## config.mk

```make
export PLATFORM = sky130hd
export DESIGN_NAME = fp_mult_arbiter_flat
export DESIGN_NICKNAME = d
export VERILOG_FILES = /design/src/rtl/fp_mult_arbiter_if.sv /design/src/rtl/fp_mult_arbiter.sv /design/src/flat_wrapper.sv
export SDC_FILE = /design/constraint.sdc
export NUM_CORES = 1
export LEC_CHECK = 0
export CORE_AREA = 2 2 160 162
export CTS_CLUSTER_SIZE = 24
export DETAILED_ROUTE_END_ITERATION = 10
export DIE_AREA = 0 0 162 164
export PLACE_DENSITY = 0.68
export SLEW_MARGIN = 20
export SYNTH_ARGS = -nofsm -noshare
export SYNTH_HDL_FRONTEND = slang
export SYNTH_SLANG_ARGS = --single-unit
```

## constraint.sdc

```tcl
create_clock -name clk -period 4.8 [get_ports clk]
set_clock_uncertainty 0.05 [all_clocks]
set_input_delay 0.96 -clock clk [delete_from_list [all_inputs] [get_ports clk]]
set_output_delay 0.96 -clock clk [all_outputs]
set_load 0.05 [all_outputs]
```

## src/rtl/fp_mult_arbiter_if.sv

```systemverilog
// Requester, multiplier and result signals of fp_mult_arbiter, bundled as one interface.
// The slave modport is the arbiter's view; master is the requester/multiplier side.
interface fp_mult_arbiter_if #(
   parameter int unsigned WIDTH   = 32,
   parameter int unsigned NUM_REQ = 4,
   parameter int unsigned ID_W    = 2
) ();
   logic [NUM_REQ-1:0]       req_valid;
   logic [NUM_REQ-1:0]       req_ready;
   logic [NUM_REQ*WIDTH-1:0] req_a;
   logic [NUM_REQ*WIDTH-1:0] req_b;
   logic [NUM_REQ*2-1:0]     req_rnd;

   logic [WIDTH-1:0]         mult_a;
   logic [WIDTH-1:0]         mult_b;
   logic [1:0]               mult_rnd;
   logic [WIDTH-1:0]         mult_result;

   logic                     res_valid;
   logic [ID_W-1:0]          res_id;
   logic [WIDTH-1:0]         res_data;
   logic                     busy;

   modport master (
      output req_valid, req_a, req_b, req_rnd, mult_result,
      input  req_ready, mult_a, mult_b, mult_rnd, res_valid, res_id, res_data, busy
   );

   modport slave (
      input  req_valid, req_a, req_b, req_rnd, mult_result,
      output req_ready, mult_a, mult_b, mult_rnd, res_valid, res_id, res_data, busy
   );
endinterface

```

## src/rtl/fp_mult_arbiter.sv

```systemverilog
// Round-robin issue arbiter in front of a shared fixed-latency FP32 multiplier.
// A tag pipeline follows each issued pair so the product returns with its requester ID.
module fp_mult_arbiter #(
   parameter int unsigned WIDTH    = 32,
   parameter int unsigned NUM_REQ  = 4,
   parameter int unsigned ID_W     = 2,
   parameter int unsigned MULT_LAT = 0
) (
   input logic              clk,
   input logic              rst,
   fp_mult_arbiter_if.slave bus
);
   logic [ID_W-1:0]    ptr_q, ptr_d;
   logic               grant_vld;
   logic [ID_W-1:0]    grant_id;
   logic [NUM_REQ-1:0] ready;

   logic [WIDTH-1:0]   mult_a_q, mult_a_d;
   logic [WIDTH-1:0]   mult_b_q, mult_b_d;
   logic [1:0]         mult_rnd_q, mult_rnd_d;

   // Stage 0 lines up with the operands sitting on mult_*.
   logic [MULT_LAT:0]  tag_vld_q, tag_vld_d;
   logic [ID_W-1:0]    tag_id_q [MULT_LAT+1];
   logic [ID_W-1:0]    tag_id_d [MULT_LAT+1];

   logic               res_valid_q, res_valid_d;
   logic [ID_W-1:0]    res_id_q, res_id_d;
   logic [WIDTH-1:0]   res_data_q, res_data_d;

   // First valid requester at or after ptr, wrapping modulo NUM_REQ.
   always_comb begin
      int unsigned idx;
      idx       = 0;
      grant_vld = 1'b0;
      grant_id  = '0;
      for (int unsigned k = 0; k < NUM_REQ; k++) begin
         idx = (32'(ptr_q) + k) % NUM_REQ;
         if (!grant_vld && bus.req_valid[idx]) begin
            grant_vld = 1'b1;
            grant_id  = ID_W'(idx);
         end
      end
   end

   always_comb begin
      ready = '0;
      if (grant_vld) begin
         ready[grant_id] = 1'b1;
      end
   end

   always_comb begin
      ptr_d      = ptr_q;
      mult_a_d   = mult_a_q;
      mult_b_d   = mult_b_q;
      mult_rnd_d = mult_rnd_q;
      if (grant_vld) begin
         ptr_d      = (grant_id == ID_W'(NUM_REQ - 1)) ? '0 : grant_id + 1'b1;
         mult_a_d   = bus.req_a[32'(grant_id) * WIDTH +: WIDTH];
         mult_b_d   = bus.req_b[32'(grant_id) * WIDTH +: WIDTH];
         mult_rnd_d = bus.req_rnd[32'(grant_id) * 2 +: 2];
      end
   end

   always_comb begin
      tag_vld_d    = tag_vld_q;
      tag_id_d     = tag_id_q;
      tag_vld_d[0] = grant_vld;
      tag_id_d[0]  = grant_id;
      for (int unsigned k = 1; k <= MULT_LAT; k++) begin
         tag_vld_d[k] = tag_vld_q[k-1];
         tag_id_d[k]  = tag_id_q[k-1];
      end
   end

   always_comb begin
      res_valid_d = tag_vld_q[MULT_LAT];
      res_id_d    = res_id_q;
      res_data_d  = res_data_q;
      if (tag_vld_q[MULT_LAT]) begin
         res_id_d   = tag_id_q[MULT_LAT];
         res_data_d = bus.mult_result;
      end
   end

   always_ff @(posedge clk or posedge rst) begin
      if (rst) begin
         ptr_q       <= '0;
         mult_a_q    <= '0;
         mult_b_q    <= '0;
         mult_rnd_q  <= '0;
         tag_vld_q   <= '0;
         tag_id_q    <= '{default: '0};
         res_valid_q <= 1'b0;
         res_id_q    <= '0;
         res_data_q  <= '0;
      end else begin
         ptr_q       <= ptr_d;
         mult_a_q    <= mult_a_d;
         mult_b_q    <= mult_b_d;
         mult_rnd_q  <= mult_rnd_d;
         tag_vld_q   <= tag_vld_d;
         tag_id_q    <= tag_id_d;
         res_valid_q <= res_valid_d;
         res_id_q    <= res_id_d;
         res_data_q  <= res_data_d;
      end
   end

   assign bus.req_ready = ready;
   assign bus.mult_a    = mult_a_q;
   assign bus.mult_b    = mult_b_q;
   assign bus.mult_rnd  = mult_rnd_q;
   assign bus.res_valid = res_valid_q;
   assign bus.res_id    = res_id_q;
   assign bus.res_data  = res_data_q;
   assign bus.busy      = (|tag_vld_q) | res_valid_q;
endmodule

```

## src/flat_wrapper.sv

```systemverilog
// flat-port wrapper written by rule: the top's interface ports become plain ports
module fp_mult_arbiter_flat 
#(
   parameter int unsigned WIDTH    = 32,
   parameter int unsigned NUM_REQ  = 4,
   parameter int unsigned ID_W     = 2,
   parameter int unsigned MULT_LAT = 0
)
  (clk, rst, bus_req_valid, bus_req_a, bus_req_b, bus_req_rnd, bus_mult_result, bus_req_ready, bus_mult_a, bus_mult_b, bus_mult_rnd, bus_res_valid, bus_res_id, bus_res_data, bus_busy);
  fp_mult_arbiter_if #(.WIDTH(WIDTH), .NUM_REQ(NUM_REQ), .ID_W(ID_W)) bus_i ();
  input logic clk;
  input logic rst;
  input wire logic [$bits(bus_i.req_valid)-1:0] bus_req_valid;
  input wire logic [$bits(bus_i.req_a)-1:0] bus_req_a;
  input wire logic [$bits(bus_i.req_b)-1:0] bus_req_b;
  input wire logic [$bits(bus_i.req_rnd)-1:0] bus_req_rnd;
  input wire logic [$bits(bus_i.mult_result)-1:0] bus_mult_result;
  output wire logic [$bits(bus_i.req_ready)-1:0] bus_req_ready;
  output wire logic [$bits(bus_i.mult_a)-1:0] bus_mult_a;
  output wire logic [$bits(bus_i.mult_b)-1:0] bus_mult_b;
  output wire logic [$bits(bus_i.mult_rnd)-1:0] bus_mult_rnd;
  output wire logic [$bits(bus_i.res_valid)-1:0] bus_res_valid;
  output wire logic [$bits(bus_i.res_id)-1:0] bus_res_id;
  output wire logic [$bits(bus_i.res_data)-1:0] bus_res_data;
  output wire logic [$bits(bus_i.busy)-1:0] bus_busy;
  assign bus_i.req_valid = bus_req_valid;
  assign bus_i.req_a = bus_req_a;
  assign bus_i.req_b = bus_req_b;
  assign bus_i.req_rnd = bus_req_rnd;
  assign bus_i.mult_result = bus_mult_result;
  assign bus_req_ready = bus_i.req_ready;
  assign bus_mult_a = bus_i.mult_a;
  assign bus_mult_b = bus_i.mult_b;
  assign bus_mult_rnd = bus_i.mult_rnd;
  assign bus_res_valid = bus_i.res_valid;
  assign bus_res_id = bus_i.res_id;
  assign bus_res_data = bus_i.res_data;
  assign bus_busy = bus_i.busy;
  fp_mult_arbiter #(.WIDTH(WIDTH), .NUM_REQ(NUM_REQ), .ID_W(ID_W), .MULT_LAT(MULT_LAT)) u_core (.clk(clk), .rst(rst), .bus(bus_i));
endmodule
```

==> flow_summary.toml, run 1 <==
[synthesis]
synth_top_family_by_area = "compound AO/OA/AOI/OAI gates"
async_flop_share_pct = 100.0
synth_compound_gate_area_share_pct = 25.73
ys.flop_type = "dfrtp_1"
muxShareOfSynthArea_pct = 18.56
synth_edf_count = 0
ys_seq_area_share_pct = 40.90
yosysWarnings = 0
synth-xor-area-share_pct = 0
synthSimpleGateAreaFrac_pct = 9.510
syn-num-nets = 863
syn_area_sq_mm = 0.006486
yosys.cell_types.count = 37
synth-adder-area-share_pct = 0
avgSynthCellArea_sq_um = 11.56
syn_inst = 561
synth_seq_cells = 106

[critical_path]
start_kind = "input pin"
critPathArrivalTime_ns = 2.70
timing.critical_path.fanout_max = 33
crit_required_ns = 3.79
critical_path_class = "input pin to output port"
worst_setup_path_end_kind = "output port"

[run]
cap_violations = 0

[floorplan]
die_area_sq_mm = 0.02657
core_sq_mm = 0.02482
die_h_um = 164
start_util_pct = 26.13
die_w_um = 162
ios = 408
num_rows = 58

[placement]
hpwl_um = 18840
gp_congestion = 0.8144
io_buffer_count = 407
post-place-ws_ns = 1.114

[cells_and_area]
layout_commonest_cell = "clkdlybuf4s50_1"
drive_gt1_share_pct = 13.83
fillerInstances = 2306
final_nets = 1237
area_growth_pct = 71.70
final_cell_mix = "clkdlybuf4s50_1, dfrtp_1, nor2_1"
final_util_pct = 44.87

[sta]
relSlewSlack_pct = 40.91
max_freq_mhz = 269.3
post-route-period-util_pct = 77.37
worstMarginPinSlew_ns = 0.8863
finalWorstSetupSlack_ns = 1.086
setup_viol = 0
rsz0062_at_grt = "no"
fin_hold_ws_ns = 0.4372
final_max_slew_viol_count = 0
hold_violations = 0
fin_setup_tns_ns = 0
min_period_ns = 3.714

[clock_tree]
clock_sinks = 106
clk_path_buf_depth = 2
clkLatencyLatePin_ns = 0.35
cts_max_level = 3
clk_pin_slew_worst_paths_ns = 0.07
clock-root-buffer = "clkbuf_16"
cts_setup_buffers = 0
cts_made_buffers = 9
cts_tree = "done"
cts_resized = 0
ctsHoldBuffers = 0

[pwr]
ir_drop_mv = 0.1579
powerDensity_mw_per_mm2 = 397.1
cellLeakagePower_uw = 0.004405

[global_route]
overflow = 0
grt_max_degree = 69
grt_first_pass_wirelength_um = 37420
antenna_found_initial = 1
gr-usage-all-layers_pct = 18.33
grt_pass1_vias = 6493

[detailed_routing]
drtIter0Drc = 326
antenna_left = 0
vias = 6151
first_pass_iters = 6
totalWireLength_um = 25110
post_drt_wl_per_cell_um = 19.76
drc = 0
via_per_inst = 4.839

[worst_hold_path]
hold_class = "flip-flop to flip-flop"

[status]
status = "finished clean"
==> per-layer routing <==
metal  track usage [%]  share of wire, %  vias up
met5                 0                 0        -
met4             6.718               3.0        0
met3             3.914               6.7       43
met2             31.84                50      280
met1             22.40                40     2907
li1                  -                 -     2921
==> cell usage after synthesis, types with 11 or more instances <==
master | instances | area share [%]
mux2i_1 | 34 | 5.2
o2111a_1 | 32 | 5.6
o22ai_1 | 35 | 3.4
nand2b_1 | 32 | 3.1
mux2_2 | 34 | 5.9
a31o_1 | 32 | 4.3
buf_6 | 11 | 1.9
nor2_1 | 37 | 2.1
mux2_4 | 32 | 7.4
and2_1 | 33 | 3.2
buf_2 | 14 | 1.1
o31a_1 | 32 | 4.3
a221oi_2 | 18 | 4.2
a221oi_1 | 16 | 2.2
clkbuf_1 | 29 | 1.7
dfrtp_1 | 106 | 41
==> area by class of cell <==
cell class	instances	area, sq um	area share, %
Tap cell	330	412.9	3.707
Multi-Input combinational cell	392	3526	31.66
Antenna cell	1	2.502	0.02247
Clock inverter	7	61.31	0.5505
Inverter	4	17.52	0.1573
Sequential cell	106	2653	23.82
Clock buffer	9	225.2	2.022
Timing Repair Buffer	422	4239	38.06
==> worst max-delay path, cell delays in order <==
cell	delay, ns
clkdlybuf4s50_1	0.60
nor2_1	0.25
o221a_2	0.65
buf_12	0.22
==> sequential cells by signal, indices dropped and copies added (netlist names) <==
register,count
u_core.bus.mult_a,32
u_core.bus.mult_b,32
u_core.bus.mult_rnd,2
u_core.bus.res_data,32
u_core.bus.res_id,2
u_core.bus.res_valid,1
u_core.ptr_q,2
u_core.res_valid_d,1
u_core.tag_id_q,2
==> report_power, final <==
group	leakage, uW	switching [uW]	total (uW)	internal (uW)
Sequential	0.00125	127	1230	1100
Clock	0.000140	385	749	364
Combinational	0.00302	1410	2440	1030
==> final timing paths <==
| path | start | end | slack, ns | cells past startpoint |
|---|---|---|---|---|
| setup / recovery | bus_req_valid[3] | bus_req_ready[1] | 1.09 | 4 |
| hold / removal | u_core.tag_id_q[1] | u_core.bus.res_id[1] | 0.44 | 1 |
| setup reg to reg | u_core.ptr_q[1] | u_core.bus.mult_a[2] | 2.07 | 6 |
| hold reg to reg | u_core.tag_id_q[1] | u_core.bus.res_id[1] | 0.44 | 1 |
| max in group asynchronous | rst | u_core.bus.mult_a[6] | 2.89 | 3 |
| min in group asynchronous | rst | u_core.bus.res_data[6] | 0.99 | 2 |
==> metrics by stage <==
step	power, uW	cell area, sq um	std cells
floorplan	2781	6486	561
global placement	3692	10850	1254
detailed placement	3711	10850	1254
CTS	4479	11130	1270
global route	4645	11130	1270
finish	4422	11140	1271
==> kinds of logic after synthesis <==
group,Yosys count
flops,106
simple gates,111
buf+inv,63
mux,100
compound gates,181
Power figures use the tool's default switching activity.
==> run 2, diff against run 1 <==
==> constraint.sdc (replaced) <==
create_clock -name clk -period 3.5 [get_ports clk]
set_clock_uncertainty 0.05 [all_clocks]
set_input_delay 0.7 -clock clk [delete_from_list [all_inputs] [get_ports clk]]
set_output_delay 0.7 -clock clk [all_outputs]
set_load 0.05 [all_outputs]
==> flow_summary.toml, run 2 (synthesized netlist as in run 1, its figures left out) <==
[status]
status = "finished clean"

[global_route]
grt_max_degree = 107
overflow = 0
grt_first_pass_wirelength_um = 37090
gr-usage-all-layers_pct = 18.33
antenna_found_initial = 2
grt_pass1_vias = 6334

[critical_path]
cp_slowest_cell = "clkdlybuf4s50_1"
crit_required_ns = 2.75
path_cells = "clkdlybuf4s50_1 -> nor2b_1 -> o21bai_2 -> o211a_1 -> buf_12"
critPathArrivalTime_ns = 2.37
worst_setup_path_end_kind = "output port"
timing.critical_path.fanout_max = 11
path_buf_inv = 2
critical-path-max-stage-delay_ns = 0.56
start_kind = "input pin"
critical_path_class = "input pin to output port"
path_delay_family = "compound AO/OA/AOI/OAI gates"

[floorplan]
start_util_pct = 26.13
core_sq_mm = 0.02482
num_rows = 58
ios = 408
die_h_um = 164
die_w_um = 162
die_area_sq_mm = 0.02657

[cells_and_area]
final_cell_mix = "clkdlybuf4s50_1, dfrtp_1, nor2_1"
layout_commonest_cell = "clkdlybuf4s50_1"
area_growth_pct = 72.55
final_area_sq_mm = 0.01119
final_nets = 1238
drive_gt1_share_pct = 14.03

[detailed_routing]
wl_met2_um = 12850
vias = 6145
via_per_inst = 4.827
first_pass_iters = 4
drt-met1-wl_um = 10530
totalWireLength_um = 25370
drc = 0
wl_met3_um = 1493
post_drt_wl_per_cell_um = 19.93
top_layer = "met4"
drtIter0Drc = 267
antenna_left = 0

[worst_hold_path]
hold_class = "flip-flop to flip-flop"

[run]
cap_violations = 0

[clock_tree]
cts_made_buffers = 9
clock-root-buffer = "clkbuf_16"
clk_pin_slew_worst_paths_ns = 0.07
clk_path_buf_depth = 2
cts_tree = "done"
clkLatencyLatePin_ns = 0.36
ctsHoldBuffers = 0
cts_max_level = 3
cts_resized = 0
cts_setup_buffers = 0
clock_sinks = 106

[placement]
gp_congestion = 0.7957
hpwl_um = 18470
placed_cell_area_sq_mm = 0.01089
io_buffer_count = 407

[sta]
setup_viol = 0
post-route-period-util_pct = 89.27
final_max_slew_viol_count = 0
worstMarginPinSlew_ns = 0.6420
max_freq_mhz = 320.1
fin_setup_tns_ns = 0
hold_violations = 0
rsz0062_at_grt = "no"
min_period_ns = 3.124
relSlewSlack_pct = 57.20

[pwr]
powerDensity_mw_per_mm2 = 546.3
ir_drop_mv = 0.3738
cellLeakagePower_uw = 0.004419
[run 2: worst paths after layout]
check | cells past startpoint | slack, ns | endpoint | startpoint
min | 1 | 0.43 | u_core.bus.res_id[0] | u_core.tag_id_q[0]
max | 5 | 0.38 | bus_req_ready[3] | bus_req_valid[0]
min in group asynchronous | 3 | 0.84 | u_core.bus.mult_a[11] | rst
max reg2reg | 6 | 1.08 | u_core.bus.mult_b[27] | u_core.ptr_q[1]
max in group asynchronous | 3 | 2.10 | u_core.ptr_q[0] | rst
min reg2reg | 1 | 0.43 | u_core.bus.res_id[0] | u_core.tag_id_q[0]
[run 2: through the flow]
stage                     total power [uW]  setup slack (ns)  hold slack [ns]  std cells  utilization (%)
after floorplan                       3814            0.8124           0.3019        561                -
after global placement                5088            0.4284           0.4068       1255            43.87
after detailed placement              5107            0.3821           0.4127       1255            43.87
after CTS                             6202            0.3674           0.4304       1271            45.07
after global routing                  6406            0.2538           0.4515       1273            45.09
final                                 6115            0.3755           0.4285       1273            45.09
[run 2: layout make-up]
class,count,area [sq um]
antenna,2,5.005
sequential,106,2653
fill,2348,13630
inverter,4,18.77
multi-input combinational,392,3526
timing repair buffer,423,4279
clock inverter,7,72.57
tap,330,412.9
clock buffer,9,225.2
[run 2: routing by layer]
metal  global-route usage (%)  vias up
met4                    5.028        0
met1                    22.80     2958
met2                    32.24      238
met5                        0        -
li1                         -     2924
met3                    3.788       25
[run 2: report_power, final]
part           switching (uW)  internal (uW)  total, uW
combinational            1930           1430       3360
sequential                185           1510       1700
clock                     550            506       1060
